===== src/rtl/lcd_bus_arbiter.sv =====
// lcd_bus_arbiter: the only driver of the character-LCD bus.
// After reset it waits out the power-up delay and sends the fixed init sequence.
// It then round-robins single-byte writes from two valid/ready requesters.
// Each byte is shown as SETUP (data valid), PULSE (lcd_en high), then HOLD (lcd_en low).
// LCD pins and busy are registered from the state one cycle later.
// Data and rs therefore lead lcd_en by a cycle and stay put through the hold.
module lcd_bus_arbiter #(
    parameter int unsigned POWERUP_CYCLES = 1_000_000,
    parameter int unsigned EN_CYCLES      = 50_000,
    parameter int unsigned HOLD_CYCLES    = 50_000,
    parameter int unsigned CLEAR_CYCLES   = 100_000
) (
    input  logic       clk,
    input  logic       rst_n,
    input  logic       req0_valid,
    input  logic       req0_rs,
    input  logic [7:0] req0_data,
    output logic       req0_ready,
    input  logic       req1_valid,
    input  logic       req1_rs,
    input  logic [7:0] req1_data,
    output logic       req1_ready,
    output logic       lcd_en,
    output logic       lcd_rw,
    output logic       lcd_rs,
    output logic [7:0] lcd_data,
    output logic       init_done,
    output logic       busy
);

    localparam logic [31:0] PWR_LAST = 32'(POWERUP_CYCLES - 1);
    localparam logic [31:0] EN_LAST  = 32'(EN_CYCLES - 1);
    localparam logic [31:0] HLD_LAST = 32'(HOLD_CYCLES - 1);
    localparam logic [31:0] CLR_LAST = 32'(CLEAR_CYCLES - 1);

    typedef enum logic [2:0] {
        StPwrup,
        StSetup,
        StPulse,
        StHold,
        StArb
    } state_e;

    state_e      state;
    logic [31:0] cnt;
    logic [2:0]  init_idx;
    logic        last_grant;   // 1: port 1 was granted most recently
    logic        byte_rs;
    logic [7:0]  byte_data;
    logic [31:0] hold_last;

    // Fixed power-up command sequence.
    function automatic logic [7:0] init_byte(input logic [2:0] idx);
        logic [7:0] b;
        case (idx)
            3'd0:    b = 8'h38;
            3'd1:    b = 8'h0E;
            3'd2:    b = 8'h01;
            3'd3:    b = 8'h02;
            default: b = 8'h06;
        endcase
        return b;
    endfunction

    // Clear and home commands need the longer post-write wait.
    always_comb begin
        hold_last = HLD_LAST;
        if (!byte_rs && (byte_data == 8'h01 || byte_data == 8'h02)) begin
            hold_last = CLR_LAST;
        end
    end

    // Round-robin grant; a ready only ever appears alongside its own valid.
    assign req0_ready = (state == StArb) && init_done && req0_valid
                        && (!req1_valid || last_grant);
    assign req1_ready = (state == StArb) && init_done && req1_valid
                        && (!req0_valid || !last_grant);

    // The display is only ever written.
    assign lcd_rw = 1'b0;

    // Sequencer: init, per-byte pulse/hold timing, and acceptance.
    always_ff @(posedge clk or negedge rst_n) begin
        if (!rst_n) begin
            state      <= StPwrup;
            cnt        <= '0;
            init_idx   <= '0;
            last_grant <= 1'b1;
            byte_rs    <= 1'b0;
            byte_data  <= 8'h00;
            lcd_en     <= 1'b0;
            lcd_rs     <= 1'b0;
            lcd_data   <= 8'h00;
            init_done  <= 1'b0;
            busy       <= 1'b1;
        end else begin
            lcd_en <= (state == StPulse);
            busy   <= !((state == StArb) && init_done);
            unique case (state)
                StPwrup: begin
                    if (cnt == PWR_LAST) begin
                        cnt       <= '0;
                        byte_rs   <= 1'b0;
                        byte_data <= init_byte(3'd0);
                        state     <= StSetup;
                    end else begin
                        cnt <= cnt + 32'd1;
                    end
                end
                StSetup: begin
                    lcd_rs   <= byte_rs;
                    lcd_data <= byte_data;
                    cnt      <= '0;
                    state    <= StPulse;
                end
                StPulse: begin
                    if (cnt == EN_LAST) begin
                        cnt   <= '0;
                        state <= StHold;
                    end else begin
                        cnt <= cnt + 32'd1;
                    end
                end
                StHold: begin
                    if (cnt == hold_last) begin
                        cnt <= '0;
                        if (!init_done && init_idx < 3'd4) begin
                            init_idx  <= init_idx + 3'd1;
                            byte_rs   <= 1'b0;
                            byte_data <= init_byte(init_idx + 3'd1);
                            state     <= StSetup;
                        end else begin
                            // Sticky: re-asserting after requester bytes is harmless.
                            init_done <= 1'b1;
                            state     <= StArb;
                        end
                    end else begin
                        cnt <= cnt + 32'd1;
                    end
                end
                StArb: begin
                    if (req0_ready) begin
                        byte_rs    <= req0_rs;
                        byte_data  <= req0_data;
                        last_grant <= 1'b0;
                        state      <= StSetup;
                    end else if (req1_ready) begin
                        byte_rs    <= req1_rs;
                        byte_data  <= req1_data;
                        last_grant <= 1'b1;
                        state      <= StSetup;
                    end
                end
                default: state <= StPwrup;
            endcase
        end
    end

endmodule

===== config.mk =====
export PLATFORM = sky130hd
export DESIGN_NAME = lcd_bus_arbiter
export DESIGN_NICKNAME = d
export VERILOG_FILES = /design/src/rtl/lcd_bus_arbiter.sv
export SDC_FILE = /design/constraint.sdc
export NUM_CORES = 1
export LEC_CHECK = 0
export BUFFER_PORTS_ARGS = -buffer_cell sky130_fd_sc_hd__buf_4
export CORE_MARGIN = 4
export CORE_UTILIZATION = 30
export DETAILED_ROUTE_END_ITERATION = 10
export PLACE_DENSITY_LB_ADDON = 0.05
export SKIP_LAST_GASP = 1
export SYNTH_ARGS = -nofsm -noshare
export SYNTH_HDL_FRONTEND = slang
export SYNTH_SLANG_ARGS = --single-unit

===== constraint.sdc =====
create_clock -name clk -period 2.5 [get_ports clk]
set_input_delay 0.125 -clock clk [delete_from_list [all_inputs] [get_ports clk]]
set_output_delay 0.125 -clock clk [all_outputs]
set_load 0.02 [all_outputs]

* Word-level counts from Yosys, hierarchy flattened
Index checks and enable logic that the tools add are counted.
Storage, ports and cells: flip-flop bits (word level) 60, word-level logic and storage cells 85, input port bits 22, output and inout port bits 15
Operators by class: add/sub/neg operators 2, mux-type cells 27, bitwise operators 1, reductions and logical operators 26, equal/unequal tests 17, $lt $le $gt $ge 1
Operators by type and width (number):
- $pmux 32 s4 | 1
- $mux 32 | 3
- $mux 8 | 5
- $add 32x1->32 const B | 1
- $eq 32x16->1 const B | 1
- $eq 32x17->1 | 1
- $eq 32x20->1 const B | 1
- $pmux 6 s4 | 1
- $pmux 8 s3 | 1
- $mux 3 | 6
- $mux 17 | 1
- $pmux 3 s5 | 1
- $eq 3x2->1 const B | 4
- $eq 8x1->1 const B | 1
- $eq 8x2->1 const B | 1
- $logic_and 1x1->1 | 7
- $mux 1 | 7
- $eq 3x1->1 const B | 2
- $logic_not 1->1 | 6
- $logic_not 3->1 | 2
- $ne 2x2->1 const B | 3
- $reduce_and 3->1 | 2
- $reduce_and 5->1 | 1
- $reduce_and 4->1 | 1
- 12 further kinds | 14

* Depth between registers and ports, before layout
Gate-level depths: netlist (run 1).
depth in word-level cells 7, depth in mapped cells 8, depth with buffers taken out 7

* Least setup slack after synthesis (run 1)
No wires, ideal clock.
path kind register to register, start reg cnt[0], end reg byte_data[0], buffers on the path 0, cell stages (with the launch flop) 8, data required time 2.375 ns, data arrival time 1.964 ns, clock period less this slack 2.088 ns, setup slack 0.412 ns, library setup time 0.125 ns, path through dfrtp_1 -> ha_1 -> and3_1 -> nand4b_1 -> nor2_1 -> nand4_1 -> a21boi_4 -> mux2_2
On the way: cells in the longest elaborated chain, start to end 3, elaborated cells between the ends (all ways) 5, those cells by class 4 x eq/ne; 1 x reduce/logical
Ends and longest elaborated chain:
- start: declaration | line 45 | logic [31:0] cnt;
- start signal: assignment | line 107 | cnt <= cnt + 32'd1;
- start signal: assignment | line 121 | cnt <= cnt + 32'd1;
- start signal: assignment | line 138 | cnt <= cnt + 32'd1;
- $eq 32x17->1 / $eq 32x20->1 (equally long branches) | line 125, 101
- $ne 2x2->1 (no line)
- $reduce_and 5->1 (no line) (*)
- end signal: assignment | line 130 | byte_data <= init_byte(init_idx + 3'd1);
- end signal: assignment | line 144 | byte_data <= req0_data;
- end signal: assignment | line 149 | byte_data <= req1_data;
- end: declaration | line 49 | logic [7:0] byte_data;
Mark *: on every way between the ends. The rest lies on a longest branch, timed or not. A chain may end at the register's enable or synchronous reset.

* Worst setup path after layout (run 1)
start reg cnt[0], end reg byte_data[4]
The elaborated chain is that of the path after synthesis.

==> results of run 1 <==
==> logic make-up after synthesis <==
| family | share of synthesized area [%] |
|---|---|
| flops | 44.3 |
| fa+ha+maj | 2.21 |
| other cells | 0.110 |
| compound gates | 7.15 |
| simple gates | 25.2 |
| mux | 10.0 |
| buf+inv | 4.24 |
| xor+xnor | 6.71 |
==> metal layers <==
layer,GRT usage [%],vias to the layer above
met2,20.1,31
met5,0,-
li1,-,1284
met1,18.6,1234
met3,4.39,6
met4,3.56,0
==> synthesized netlist by cell type (all sizes together), types with 2 or more instances <==
master,n
dfrtp,58
nor2,48
nand2,24
mux2,16
mux2i,16
nand4,14
xnor2,14
and3,13
nor3,13
nand3,12
xor2,12
buf,10
inv,10
clkbuf,7
nor4,7
ha,6
a21oi,5
and4,5
nor3b,5
o21ai,5
nand4b,4
o22ai,4
nor2b,3
a211oi,2
dfstp,2
nor4b,2
o31ai,2
or2,2
==> cell type report <==
cell class | count | area share (%)
clock buffer | 13 | 6.02
clock inverter | 2 | 0.843
inverter | 10 | 0.903
multi-input combinational | 249 | 42.0
sequential | 60 | 36.2
tap | 140 | 4.21
timing repair buffer | 52 | 9.81
==> per-stage QoR <==
stage	hold slack (ps)	instances	worst slack, ps
floorplan	-171	336	412
global placement	289	509	231
detailed placement	277	509	173
CTS	100	526	159
global route	135	526	40.1
finish	106	526	174
==> worst min path at each step <==
stage            startpoint      endpoint  slack [ps]
6_report       req0_data[7]  byte_data[7]         110
5_1_grt          req1_valid    last_grant         130
2_1_floorplan         rst_n  byte_data[0]        -170
3_5_place_dp          rst_n       cnt[24]         280
4_1_cts        req0_data[7]  byte_data[7]         100
3_3_place_gp          rst_n       cnt[24]         290
==> power by group through the flow <==
stage	Clock (W)	Sequential (W)	Combinational, W
5_1_grt	0.00129	0.000972	0.0000622
4_1_cts	0.00124	0.000972	0.0000575
3_5_place_dp	0	0.000989	0.0000550
6_report	0.00120	0.000973	0.0000542
2_1_floorplan	0	0.000989	0.00000713
3_3_place_gp	0	0.000989	0.0000555
==> tightest hold or removal path, stage by stage <==
cell	delay (ps)
sky130_fd_sc_hd__buf_4	80
sky130_fd_sc_hd__mux2i_1	60
sky130_fd_sc_hd__o22ai_1	120
==> sequential cells by signal (all words and copies together) (netlist names) <==
name and flops:
byte_rs 1, cnt 32, state 3, byte_data 8
busy 1, init_idx 3, lcd_data 8, last_grant 1
lcd_rs 1, lcd_en 1, init_done 1
==> results list, run 1 <==
* Result of the run: finished clean
* Detail Route met3 WL: 256 µm
- Net count after synthesis: 364
- Signal routing reaches up to met4.
* Number of enable flip-flop cells after synthesis: 0
- Residual DRC: 0
- Instance area after placement: between 3000 and 4000 µm²
- The floorplan has 38 rows.
- Cells along the critical path: ha_1, and3_1, nand4b_1, nor2_1, nand4_1, a21boi_4, mux2_2
- Share of post-route cells with drive strength above 1: a little over a quarter
- Summed over its instances, the top area cell type makes up between 40% and 50% of the synthesized netlist area.
- VDD sags by at most 0.000283 V.
* Synthesized area per cell: 10.1 µm²
- The synthesized design spends more area on one cell type than any other, namely sky130_fd_sc_hd__dfrtp_1.
* Total number of yosys warnings: 0
* Cell at the root of the clock tree: sky130_fd_sc_hd__clkbuf_16
- Longest individual stage delay on the worst path: approximately 430 ps
- The initial antenna violation count was 0.
- Setup total negative slack on the finished layout was measured at 0 ps.
- Summing all flip-flop and latch instances after layout gives roughly 1500 µm².
- In this run the critical register-to-register path is launched from cnt[0].
- The die covers roughly 13000 µm².
- Buffers placed on the I/O ports in this run total 35.
- Most used flip-flop cell after synthesis: sky130_fd_sc_hd__dfrtp_1
* Top delay family on crit path: simple AND/OR/NAND/NOR gates
- Launching element type of the critical path: register
- Summing all multi-input logic gate instances after layout gives about 1700 µm².
- Entering global routing, the biggest net connects 61 pins.
- First-pass iteration count of the detailed router: 5
- After synthesis the netlist holds a flip-flop and latch count of 60.
- In the routed layout, each cell is associated on average with a via count of about 4.9.
* GPL Wtd Cong: between 0.7 and 0.8
- The number of global-route vias before repair was 2568.
- For the worst setup path, the data required time is between 2000 and 3000 ps.
- Most frequent cells in the layout: sky130_fd_sc_hd__dfrtp_1 (58), sky130_fd_sc_hd__buf_4 (49), sky130_fd_sc_hd__nor2_1 (44)
- Across the routed clock network, the largest skew measured is ~4.5 ps.
* Critical path's slowest cell: sky130_fd_sc_hd__dfrtp_1
* Beginning of the critical path: cnt[0]
- GRT overflow: 0
- Count of vias placed by the detailed router: between 2000 and 3000
* Initial Utilization: a little under a third
- Cts bufs inserted: 9
* DRT Wirelength: between 8000 and 9000 µm
- For this design, the sink count on the clock tree is 60.
- Number of standard cells after synthesis: roughly 340
- In this run the worst hold path is classified as input pin to register.
* Cell Int Power: about 0.0018 W
* Clock Pin Slew Worst Setup and Hold Paths: ~50 ps
* Setup fix buffers added after clock tree synthesis: 0
* Fin util: a little under two fifths
- Transition time at the pin with the least slew margin: 790 ps
- Area added between synthesis and finish: 22.4%
* Worst reg2reg path endpoint: byte_data[4]
* Clock H-tree levels: 3
* Boundary pin count: 37
- Die X: 114 µm
- Clk_lat worst skew: 320 ps
- Post-CTS repair changed the size of 0 cells.
- Switching component of the power: about 0.00044 W
- In the global route stage, overall resource usage came out at 13.4%.
- Part of the power in the clock network: ~54%
- Flop pwr share: roughly 44%
- The design draws around 0.0022 W.
- In this run switching power makes up approximately 20% of total power.
- The detail route stage leaves a number of antenna-violating nets equal to 0.
* Reg2reg setup slack: approximately 170 ps
- Data arrival time of the worst path: around 2500 ps
- Counting the fill cells in the layout gives ~1100.
- The hold violation count in the final report is 0.
- Of the available clock period, the critical path in the final layout requires 93.0%.
- Max Transition Viols Final: 0
* Placed wire-length estimate: 6000 µm
- The critical path crosses 7 cells after its start point.
* Wire length of the first global-routing pass: about 14000 µm
* Iteration-0 DRC count of the detailed router: between 100 and 150
- With fillers left out, the area of the finished cells amounts to about 4200 µm².
- Leaving out fill and tap cells, the most frequent cell in the layout is sky130_fd_sc_hd__dfrtp_1.
- # Max-Cap Violations: 0
* Power density relative to cell area: 536 nW/µm²
- Combinational cells account for between 2 and 2.5% of the total power.
- Sorting the synthesized cells by area gives the leading types as sky130_fd_sc_hd__dfrtp_1 (43%), sky130_fd_sc_hd__mux2_2 (5.3%), sky130_fd_sc_hd__nor2_1 (4.9%), sky130_fd_sc_hd__mux2i_1 (4.7%), sky130_fd_sc_hd__xnor2_1 (3.6%).
* Wirelength per Cell: about 15 µm
* Setup repair after global routing missed its margin: false
- Largest fanout on the critical path: 9
- The number of antenna diodes in the final layout is 0.
* Number of nets in the layout: slightly above 400
- TritonCTS built the clock tree.
* Share of the yosys chip area belonging to registers: around 44%
* Final period demand of the worst path: approximately 2300 ps
- For this run, the top clock speed supported by timing is ~430 MHz.
* Hold path depth: 3
* Slew HR: roughly 47%
* Cts hold-fix bufs: 2
- Setup violations remaining at the end of the flow were counted as 0.
* Worst path bufs/invs: 0
- Number of distinct library cells after synthesis: 56
- Measured along the y axis, the die boundary spans around 110 µm.
- The worst setup path is of the register to register kind.
- In the final routing, the length of wire on met1 measures between 4000 and 5000 µm.
- CP Capture Type: register
* Leakage: approximately 1.9 nW
* Clock tree buffer depth: 2
* Total core area: between 10000 and 15000 µm²
- Worst Reg2Reg Path Length in Cells: 7
* End point of the critical path: byte_data[4]
- The synthesized netlist occupies a cell area of around 3400 µm².
* Proportion of register bits with asynchronous set or reset after synthesis: 100%
- After detailed routing, the met2 layer carries 3680 µm of wire.
(Power assumes the default switching activity.)
==> run 2: changes to the inputs <==
--- a/config.mk
+++ b/config.mk
@@ -9,6 +9,7 @@
 export CORE_MARGIN = 4
 export CORE_UTILIZATION = 30
 export DETAILED_ROUTE_END_ITERATION = 10
+export HOLD_SLACK_MARGIN = 0.12
 export PLACE_DENSITY_LB_ADDON = 0.05
 export SKIP_LAST_GASP = 1
 export SYNTH_ARGS = -nofsm -noshare
==> run 2 against run 1 <==
Sequential share of layout area is 0.35 points lower. Routed wire length is 0.57% higher. Cell area is 0.96% higher. Global-route usage is 0.067 points higher. Register-to-register slack hardly changed. Sequential power hardly changed. Flip-flop and latch count stayed put. Critical endpoint unchanged. Largest cell class unchanged. Highest routed layer unchanged.
==> results list, run 2 (synthesized netlist as in run 1, its figures left out) <==
* Die X: between 100 and 150 µm
- Most common library cell in the layout ignoring fill and taps: sky130_fd_sc_hd__dfrtp_1
- Setup repair after global routing left no endpoint under its margin.
- Wire length of the first global-routing pass: 13600 µm
- Register bank with the most flops: cnt
* Area added between synthesis and finish: 23.6%
- After clock tree synthesis, the flow added hold-fix buffers numbering 6.
* Post-Route Skew: 4.60 ps
- The hold violation count in the final report is 0.
- The HPWL after detailed placement is ~6000 µm.
- The net count of the finished layout is 414.
- Launching element type of the critical path: register
* Final period demand of the worst path: around 2300 ps
- In the layout the commonest cells are sky130_fd_sc_hd__dfrtp_1 (58), sky130_fd_sc_hd__buf_4 (49), sky130_fd_sc_hd__nor2_1 (44).
* Clock tree buffer depth: 2
* Cell at the root of the clock tree: sky130_fd_sc_hd__clkbuf_16
* Met3 track demand over resource: roughly 4.4%
- DRT Wirelength: 8150 µm
- GPL Wtd Cong: 0.730
* Global-route usage over all layers: around 13%
- In this run, CTS created clock tree buffers numbering 9.
- Post-CTS repair changed the size of 0 cells.
* Max Transition Viols Final: 0
* Leakage: 1.92 nW
- STA classifies the critical path endpoint as a register.
* Minimum hold slack: between 100 and 150 ps
- The placed instances occupy a cell area of slightly below 4000 µm².
- The design draws between 0.002 and 0.0025 W.
* GRT overflow: 0
- Detailed routing inserted a total of 2576 vias.
- The clock drives 60 sinks.
- The worst setup path is of the register to register kind.
* Clock H-tree levels: 3
- # Max-Cap Violations: 0
- Standard-cell rows: 38
* Data arrival time of the worst path: approximately 2500 ps
- Power density relative to cell area: about 530 nW/µm²
* Wirelength per Cell: 15.4 µm
- Final design instance area without fill: ~4200 µm²
- Setup violators final: 0
- Fmax: roughly 430 MHz
* Total core area: ~11000 µm²
* Residual DRC: 0
* Flip-flop count of the largest register after layout: 32
- Boundary pin count: 37
- The number of global-route vias before repair was roughly 2600.
- The largest registers in the layout are cnt: 32 flops, byte_data: 8 flops, lcd_data: 8 flops.
- Data required, critical path: 2710 ps
- During placement, the flow inserted port buffers numbering 35.
- Fill count: about 1100
- Prior to clock tree synthesis, the placed netlist has a worst setup slack of 173 ps.
* Global-route track usage on met2: between 20% and 30%
- Slew HR: between 40% and 50%
- Largest fanout on the critical path: 9
* Maximum number of pins on one net before global-route repair: between 60 and 70
- Setup_tns: 0 ps
- Initial Utilization: approximately 31%
* Number of vias per cell: 4.86
- Transition time at the pin with the least slew margin: about 800 ps
- Global routing used 18.7% of the available met1 tracks.
- TritonCTS built the clock tree.
- The detail route stage leaves a number of antenna-violating nets equal to 0.
- The first routing iteration left between 100 and 150 violations.
* Min setup slack post-route: about 180 ps
* Antenna violations before repair: 0
- Clock latency on the worst-skew pair, taken at its later pin, is between 300 and 400 ps.
- Die Ht: 114 µm
- After clock tree synthesis, the clock-pin slew on the worst setup and hold paths is roughly 50 ps.
* Part of the cycle the worst path needs: 93.0%
- Result of the run: finished clean
* First-pass iteration count of the detailed router: 4
* Max IR drop VDD: between 0.0002 and 0.0003 V
* Type of the worst min-delay path: input pin to register
- In this run the post-CTS setup repair buffer count came out at 0.
* Share of post-route cells with drive strength above 1: between 20% and 30%
- Global route hottest layer: met2
* Area enclosed by the die boundary: around 13000 µm²
- 0 antenna diodes ended up in the layout.
==> run 2: worst paths after layout <==
path / startpoint / end / slack, ps / cells past startpoint
worst max-delay path: cnt[0] / byte_data[4] / 180 / 7
worst min register to register: lcd_data[4] / lcd_data[4] / 510 / 1
max in group asynchronous: rst_n / cnt[4] / 1550 / 2
worst min-delay path: req1_valid / last_grant / 130 / 3
worst max register to register: cnt[0] / byte_data[4] / 180 / 7
min in group asynchronous: rst_n / cnt[25] / 430 / 2
==> run 2: layout make-up <==
| class | count | area, µm² | share of cell area (%) |
|---|---|---|---|
| Clock buffer | 13 | 250 | 5.96 |
| Clock inverter | 2 | 35.0 | 0.835 |
| Inverter | 10 | 37.5 | 0.894 |
| Multi-Input combinational cell | 249 | 1750 | 41.6 |
| Sequential cell | 60 | 1500 | 35.8 |
| Tap cell | 140 | 175 | 4.17 |
| Timing Repair Buffer | 56 | 448 | 10.7 |
==> run 2: critical path: stages (launching register included) <==
cell and delay, ps:
sky130_fd_sc_hd__dfrtp_1 430, sky130_fd_sc_hd__ha_1 260, sky130_fd_sc_hd__and3_1 230, sky130_fd_sc_hd__nand4b_1 190, sky130_fd_sc_hd__nor2_1 150, sky130_fd_sc_hd__nand4_1 200, sky130_fd_sc_hd__a21boi_4 360, sky130_fd_sc_hd__mux2_2 370
==> run 2: where the power goes <==
part	total (W)	internal, W	switching [W]
Clock	0.00120	0.000791	0.000410
Sequential	0.000973	0.000973	0
Combinational	0.0000593	0.0000295	0.0000297
==> run 2: per-layer routing <==
| metal | vias up | part of all wire, % |
|---|---|---|
| met5 | - | 0 |
| met4 | 0 | 1.1 |
| met3 | 6 | 3.0 |
| met2 | 24 | 45 |
| met1 | 1255 | 51 |
| li1 | 1291 | - |
==> run 2: through the flow <==
stage / utilization (%) / std cells
2_1_floorplan: - / 336
3_3_place_gp: 35.2 / 509
3_5_place_dp: 35.2 / 509
4_1_cts: 38.4 / 530
5_1_grt: 38.4 / 530
6_report: 38.4 / 530
==> run 3: changes to the inputs <==
--- a/config.mk
+++ b/config.mk
@@ -10,7 +10,7 @@
 export CORE_UTILIZATION = 30
 export DETAILED_ROUTE_END_ITERATION = 10
 export HOLD_SLACK_MARGIN = 0.12
-export PLACE_DENSITY_LB_ADDON = 0.05
+export PLACE_DENSITY = 0.58
 export SKIP_LAST_GASP = 1
 export SYNTH_ARGS = -nofsm -noshare
 export SYNTH_HDL_FRONTEND = slang
==> run 3 against run 2 <==
Critical path depth unchanged. Routed wire length down 9.4%. Setup slack worse by 45 ps. Combinational power decreased by 7.4%. Non-clock buffer count fell by 6. Register-to-register slack lost 50 ps. Power shrank 0.27%. Sequential share of layout area rose by 0.39 points. Cell area is 1.1% lower. Clock power about the same. Core utilization is 0.41 points lower. Largest power group unchanged.
==> results list, run 3 (synthesized netlist as in run 1, its figures left out) <==
- Critical path start-end classification: register to register
- Max-cap violations in this run came to 0.
* Remaining antenna violation count: 0
* Cts bufs inserted: 9
* Data arrival time of the worst path: around 2600 ps
- IO Port Bufs: 35
- Timing analysis after detailed placement gives a worst setup slack of approximately 150 ps.
- For this configuration, the core starts out at a cell density of a little under a third.
* Largest fanout on the critical path: 9
- Antenna violations before repair: 0
* Min setup slack post-route: 130 ps
- The top cell types in the final layout, fill and taps aside, are sky130_fd_sc_hd__dfrtp_1 (58), sky130_fd_sc_hd__buf_4 (46), sky130_fd_sc_hd__nor2_1 (44).
* Fill count: 1101
- Setup violations remaining at the end of the flow were counted as 0.
- Max IR drop VDD: 0.000247 V
- Registers are responsible for approximately 44% of the overall power.
* Switching component of the power: between 0.0004 and 0.0005 W
- Count of vias placed by the detailed router: approximately 2600
* Fin. Hold Viols: 0
* Boundary pin count: 37
* Setup repair after global routing missed its margin: false
- Clock Pin Slew Worst Setup and Hold Paths: ~50 ps
- The tree is rooted in a sky130_fd_sc_hd__clkbuf_16.
- Number of vias per cell: approximately 5.0
- In this design, the stage delay of the slowest critical-path cell is 440 ps.
- The register with the most flip-flops in the layout has 32 of them.
* Wire length of the first global-routing pass: about 13000 µm
* Clock H-tree levels: 3
- For this design, the sink count on the clock tree is 60.
- Critical path's slowest cell: sky130_fd_sc_hd__dfrtp_1
- Cells along the critical path: ha_1, and3_1, nand4b_1, nor2_1, nand4_1, a21boi_4, mux2_2
- Standard-cell rows: 38
- The share of total power dissipated in combinational logic is ~2.5%.
- Area enclosed by the die boundary: approximately 13000 µm²
* Register bank with the most flops: cnt
- Number of nets in the layout: ~410
* DRT Wirelength: approximately 7400 µm
- Die X: ~110 µm
- TritonCTS built the clock tree.
- Entering global routing, the biggest net connects 61 pins.
* Cell Int Power: approximately 0.0018 W
- The die is about 110 µm tall.
* Via count of the first global-routing pass: ~2600
* Data required, critical path: 2700 ps
- The number of pins with negative max-slew slack in the final report came to 0.
* Largest registers: cnt: 32 flops, byte_data: 8 flops, lcd_data: 8 flops
- At the end of routability-driven placement, the weighted congestion stood at roughly 0.8.
- STA classifies the critical path startpoint as a register.
* Net switching share of the total power: a little over a fifth
- Residual DRC: 0
* CP Capture Type: register
- The run finished with clean final reports.
- Global-route usage over all layers: 12.1%
* Total core area: roughly 11000 µm²
- In the final timing run, aggregate negative setup slack is 0 ps.
- Most common library cell in the layout ignoring fill and taps: sky130_fd_sc_hd__dfrtp_1
- Clk_lat worst skew: ~320 ps
- The detailed router finished its first iteration with ~120 violations.
* Final period demand of the worst path: about 2400 ps
* Overall Power: roughly 0.0022 W
- The share of total power dissipated in the clock network is between 50 and 60%.
- Summed over all nets, the half-perimeter wirelength after detailed placement is around 5300 µm.
* Post-Route Skew: roughly 5.2 ps
- Part of the cycle the worst path needs: between 90% and 100%
* Share of post-route cells with drive strength above 1: 26.8%
* Wirelength per Cell: around 14 µm
* Antenna Diode Count: 0
- The number of setup buffers added after CTS is 0.
- Global routing finished with a remaining overflow of 0.
- Fmax: around 420 MHz
- Clock tree buffer depth: 2
* First-pass iteration count of the detailed router: 4
- Measured against its own limit, the worst slew margin works out to 48.0%.
- Type of the worst min-delay path: input pin to register
* Reg2reg setup slack: 130 ps
* Area added between synthesis and finish: 22.3%
* Transition time at the pin with the least slew margin: 780 ps
* Leakage: 1.89 nW
- Power density relative to cell area: approximately 540 nW/µm²
## run 3: routing by layer
layer	global-route usage [%]	wire [µm]	vias to the layer above
met2	19.7	3460	47
met1	15.7	3510	1280
met5	0	0	-
met3	3.33	326	8
met4	3.56	89	0
li1	-	-	1283
## run 3: repair_timing
action / CTS / global route
resized for setup: 0 / 0
endpoints found under the setup margin: 0 / 0
hold endpoints to repair: 60 / 0
hold buffers: 3 / 0
## run 3: power by group through the flow
stage | Clock [W] | Sequential, W | Combinational, W
after floorplan | 0 | 0.000989 | 0.00000713
after global placement | 0 | 0.000989 | 0.0000533
after detailed placement | 0 | 0.000989 | 0.0000536
after CTS | 0.00124 | 0.000972 | 0.0000575
after global routing | 0.00128 | 0.000971 | 0.0000629
final | 0.00120 | 0.000972 | 0.0000549
## run 3: final timing paths
check	endpoint	cells after the start	from
worst max-delay path	byte_data[0]	7	cnt[0]
worst max register to register	byte_data[0]	7	cnt[0]
min in group asynchronous	cnt[30]	2	rst_n
worst min-delay path	byte_data[6]	3	req1_data[6]
worst min register to register	lcd_data[1]	1	lcd_data[1]
max in group asynchronous	byte_data[2]	2	rst_n
## run 3: metrics by stage
stage	instances	utilization, %	instance area, µm²	hold slack, ps
after detailed placement	506	35.0	3830	267
after global routing	525	38.0	4150	133
after global placement	506	35.0	3830	269
after floorplan	336	-	3390	-171
final	525	38.0	4150	128
after CTS	525	38.0	4150	120
## run 3: cell type report
type	count	area, µm²	area share [%]
inverter	10	37.5	0.904
clock inverter	7	67.6	1.63
sequential	60	1500	36.2
tap	140	175	4.22
timing repair buffer	50	395	9.52
multi-input combinational	249	1750	42.1
clock buffer	9	225	5.42
## run 3: critical path: cells and delay by family, from the launching register on
kind | cells | cell delay (ps)
compound gates | 1 | 370
flops | 1 | 440
simple gates | 4 | 790
mux | 1 | 380
fa+ha+maj | 1 | 260
